**config.mk**
```make
export PLATFORM = sky130hd
export DESIGN_NAME = hs_rr_arbiter
export DESIGN_NICKNAME = d
export VERILOG_FILES = /design/src/rtl/hs_rr_arbiter.sv
export SDC_FILE = /design/constraint.sdc
export NUM_CORES = 1
export LEC_CHECK = 0
export BUFFER_PORTS_ARGS = -buffer_cell sky130_fd_sc_hd__buf_2
export CORE_UTILIZATION = 58
export DETAILED_ROUTE_END_ITERATION = 8
export PLACE_DENSITY = 0.81
export SYNTH_ARGS = -nofsm -noshare
export SYNTH_HDL_FRONTEND = slang
export SYNTH_SLANG_ARGS = --single-unit
```
**constraint.sdc**
```tcl
create_clock -name clock -period 2.9 [get_ports clock]
set_input_delay 0.725 -clock clock [delete_from_list [all_inputs] [get_ports clock]]
set_output_delay 0.725 -clock clock [all_outputs]
set_load 0.005 [all_outputs]
```
**src/rtl/hs_rr_arbiter.sv**
```systemverilog
// Round-robin arbiter sharing one 4-phase send/ack peripheral channel among NUM_REQ requesters.
// A watchdog aborts stalled peripheral requests and raises a sticky error flag.
module hs_rr_arbiter #(
    parameter int unsigned NUM_REQ    = 4,
    parameter int unsigned DATA_WIDTH = 2,
    parameter int unsigned TIMEOUT    = 16
) (
    input  logic                            clock,
    input  logic                            reset,
    input  logic [NUM_REQ-1:0]              req_send,
    input  logic [NUM_REQ*DATA_WIDTH-1:0]   req_data,
    output logic [NUM_REQ-1:0]              req_ack,
    output logic                            per_send,
    output logic [DATA_WIDTH-1:0]           per_data,
    input  logic                            per_ack,
    output logic [$clog2(NUM_REQ)-1:0]      grant_id,
    output logic                            busy,
    output logic                            timeout_err
);

    localparam int unsigned IDW = $clog2(NUM_REQ);
    localparam int unsigned CW  = $clog2(TIMEOUT);

    typedef enum logic [1:0] {
        IDLE     = 2'd0,
        REQ      = 2'd1,
        RELEASE  = 2'd2,
        COMPLETE = 2'd3
    } state_t;

    state_t                state;
    logic [IDW-1:0]        rr_ptr;
    logic [CW-1:0]         count;

    logic                  found_hi;
    logic                  found_lo;
    logic [IDW-1:0]        sel_hi;
    logic [IDW-1:0]        sel_lo;
    logic [IDW-1:0]        sel_id;
    logic [DATA_WIDTH-1:0] data_hi;
    logic [DATA_WIDTH-1:0] data_lo;
    logic [DATA_WIDTH-1:0] sel_data;

    // Rotating priority: lowest requester at or above rr_ptr wins, else lowest overall (wrap).
    always_comb begin
        found_hi = 1'b0;
        found_lo = 1'b0;
        sel_hi   = '0;
        sel_lo   = '0;
        data_hi  = '0;
        data_lo  = '0;
        for (int unsigned i = 0; i < NUM_REQ; i++) begin
            if (req_send[i] && !found_hi && (IDW'(i) >= rr_ptr)) begin
                found_hi = 1'b1;
                sel_hi   = IDW'(i);
                data_hi  = req_data[i*DATA_WIDTH +: DATA_WIDTH];
            end
            if (req_send[i] && !found_lo) begin
                found_lo = 1'b1;
                sel_lo   = IDW'(i);
                data_lo  = req_data[i*DATA_WIDTH +: DATA_WIDTH];
            end
        end
        sel_id   = found_hi ? sel_hi  : sel_lo;
        sel_data = found_hi ? data_hi : data_lo;
    end

    always_ff @(posedge clock) begin
        if (reset) begin
            state       <= IDLE;
            rr_ptr      <= '0;
            count       <= '0;
            req_ack     <= '0;
            per_send    <= 1'b0;
            per_data    <= '0;
            grant_id    <= '0;
            busy        <= 1'b0;
            timeout_err <= 1'b0;
        end else begin
            case (state)
                IDLE: begin
                    if (|req_send) begin
                        grant_id <= sel_id;
                        per_data <= sel_data;
                        per_send <= 1'b1;
                        busy     <= 1'b1;
                        count    <= '0;
                        state    <= REQ;
                    end else begin
                        busy <= 1'b0;
                    end
                end
                REQ: begin
                    if (per_ack) begin
                        per_send <= 1'b0;
                        state    <= RELEASE;
                    end else if (count == CW'(TIMEOUT - 1)) begin
                        // Abort still completes the requester side; the error flag reports it.
                        per_send    <= 1'b0;
                        timeout_err <= 1'b1;
                        state       <= RELEASE;
                    end else begin
                        count <= count + CW'(1);
                    end
                end
                RELEASE: begin
                    if (!per_ack) begin
                        req_ack <= NUM_REQ'(1) << grant_id;
                        state   <= COMPLETE;
                    end
                end
                COMPLETE: begin
                    if (!req_send[grant_id]) begin
                        req_ack <= '0;
                        busy    <= 1'b0;
                        rr_ptr  <= (grant_id == IDW'(NUM_REQ - 1)) ? '0 : grant_id + IDW'(1);
                        state   <= IDLE;
                    end
                end
                default: state <= IDLE;
            endcase
        end
    end

endmodule
```
==> flow_summary.toml <==
[routing]
wire_per_inst_um = 13.14
routed_via_density = 5.851
drt_first_pass_iters = 4
drtIter0Drc = 20
drt_wl_total_mm = 2.642
vias = 1176
drcViolationCount = 0
ant_nets = 0

[logic_synthesis]
synth_enable_flop_cells = 0
synth_seq_cells = 19
synth_cell_types = 43
synthesis.nets = 176
synth_warnings = 0
async_flop_share_pct = 0
synthCells = 152
synth_top_cell_area_share_pct = 29.66
yosysTopAreaCell = "dfxtp_1"
netlist_area_mm2 = 0.001282
synth-main-ff-cell = "dfxtp_1"
syn_area_per_cell_um2 = 8.437
ys_top_cells_by_area = "dfxtp_1 (30%), ha_1 (8.8%), a21oi_1 (7.0%)"
synth_seq_area_share_pct = 29.66

[final_layout]
syn2layout_area_growth_pct = 11.41
diodes = 0
layout.nets = 199
fill_cells = 168
drive_gt1_share_pct = 19.54
final_common_cell = "buf_2"
fin_cells = 201
final_cell_mix = "buf_2 (25), dfxtp_1 (19), a21oi_1 (18)"

[floorplanning]
fp.dieW_um = 49.03
coreArea_mm2 = 0.002022
io_pins = 26
die_height_um = 49.03
rows = 16
start_util_pct = 63.43
dieArea_mm2 = 0.002403

[critical_path]
cpPeakStageDelay_ps = 490
path_class = "register to register"
rrSetupSlack_ps = 1000
worstPathCellList = "inv_1 -> ha_1 -> nor2b_1 -> a21oi_1 -> or4_1 -> a21oi_1"
slowest_stage = "or4_1"
endpoint = "count[3]"
worstReg2RegEnd = "count[3]"
crit_path_frequent_cell = "a21oi_1"
critPathCaptureType = "register"
path_max_fanout = 7
arrival_ps = 2130
reg2reg_from = "state[1]"
critPathLaunchType = "register"
setup.worst_path.start = "state[1]"
rr_worst_depth = 6
crit_required_ps = 3130

[global_routing]
overflow = 0
grt_pass1_vias = 1114
grt_start_max_net_pins = 16
grtUsageTotal_pct = 24.19
antenna_found_initial = 0
grt_pass1_wl_mm = 4.609

[clock_network]
clock_latency_ps = 300
cts.clk_slew.worst_paths_ps = 110
cts_root_buffer = "clkbuf_4"
cts_sinks = 19
cts_buffer_depth = 2
cts_tree = "done"
cts_buffers = 3
postCtsSetupRepairBufs = 0
cts_hold_buffers = 0
htreeDepth = 1
cts_resized = 0

[pwr]
swShare_pct = 39.43
max-vdd-ir-drop_mv = 0.3855
power.density_mw_per_mm2 = 608.8
p_comb_share_pct = 42.4
cellLeakagePower_uw = 0.0005974
power.internal_uw = 526.9
switchingPower_uw = 343.0
clkPwrFrac_pct = 15.7
p_seq_share_pct = 41.9

[timing]
relSlewSlack_pct = 67.80
finalSetupTns_ps = 0
tightest_slew_ps = 482.1
final-hold-violation-count = 0
slew_viol_final = 0
holdWs_ps = 478.2
max_freq_ghz = 0.5276
rsz0062_at_grt = "false"
post-route-period-util_pct = 65.36
fin_crit_ps = 1895
fin_skew_ps = 3.475
finalSetupViolations = 0

[place]
place.port_buffers = 25
gp_congestion = 0.7799
hpwl_mm = 1.968
placedCellCount = 197

[status]
status = "finished, final reports clean"

[worst_hold_path]
worstHoldPathType = "register to register"

[run]
maxCapViolCount = 0
==> cells in the mapped netlist (2+ instances only) <==
cell / n
nor3b_1: 2
clkbuf_1: 3
dfxtp_1: 19
a21oi_1: 18
mux2i_1: 4
o22a_1: 2
and2_1: 3
o21ai_0: 9
or4b_1: 4
nand3_1: 2
ha_1: 9
mux2i_2: 2
buf_2: 2
o221ai_1: 2
nand2_1: 13
a311oi_1: 3
nand2b_1: 4
nor2b_1: 6
inv_1: 8
or4_1: 4
nor2_1: 10
o31ai_1: 2
==> sequential cells by signal, summed over array words and instances, names as in the netlist <==
register and count:
grant_id 2, count 4, state 2, req_ack 4, busy 1, timeout_err 1, per_send 1, per_data 2
rr_ptr 2
==> final cells by class <==
| class | instances | area [um2] | area share [%] |
|---|---|---|---|
| multi-input combinational | 118 | 832.0 | 58.23 |
| sequential | 19 | 380.4 | 26.62 |
| timing repair buffer | 25 | 125.1 | 8.757 |
| tap | 27 | 33.78 | 2.364 |
| inverter | 8 | 30.03 | 2.102 |
| clock buffer | 3 | 22.52 | 1.576 |
| clock inverter | 1 | 5.005 | 0.3503 |
==> power by group through the flow <==
stage / clock network, uW / logic [uW] / registers, uW
floorplan: 0 / 257 / 364
global placement: 0 / 348 / 366
detailed placement: 0 / 363 / 370
CTS: 140 / 366 / 364
global route: 148 / 417 / 374
finish: 136 / 369 / 365
==> worst min-delay path by stage <==
| stage | start | to | slack (ps) | cells after the start |
|---|---|---|---|---|
| detailed placement | req_ack[2] | req_ack[2] | 460 | 2 |
| finish | req_ack[2] | req_ack[2] | 480 | 2 |
| floorplan | req_ack[0] | req_ack[0] | 460 | 2 |
| global route | req_ack[0] | req_ack[0] | 510 | 2 |
| CTS | req_ack[2] | req_ack[2] | 480 | 2 |
| global placement | timeout_err | timeout_err | 460 | 2 |
==> metrics by stage <==
step	instance area (um2)	total power (uW)	utilization, %	setup WS [ps]
after floorplan	1282	621.4	-	963.9
after global placement	1401	713.9	69.31	834.4
after detailed placement	1401	733.5	69.31	798.3
after CTS	1429	869.8	70.67	1018
after global routing	1429	939.0	70.67	886.7
final	1429	869.8	70.67	1005
==> logic make-up (layout without fill, tap and decap cells) <==
kind of cell	Yosys count	in the layout	synth area share, %
simple gates	54	54	24.10
flops	19	19	29.66
mux	8	8	8.196
buf+inv	15	37	5.464
fa+ha+maj	9	9	8.781
compound gates	47	47	23.81
==> per-layer routing <==
metal / global-route usage, % / vias to the layer above / wire, um
met3: 2.181 / 4 / 81
met5: 0 / - / 0
li1: - / 607 / -
met4: 10.78 / 0 / 23
met1: 30.89 / 533 / 1287
met2: 41.20 / 32 / 1249
==> worst max-delay path: cells and delay by family, from the launching register on <==
family | cells | cell delay [ps]
AOI/OAI and AO/OA | 2 | 370
DFF | 1 | 360
and+or+nand+nor | 2 | 770
adders and majority gates | 1 | 230
buffers and inverters | 1 | 90
Note: power is estimated with default switching activity, not from simulation.
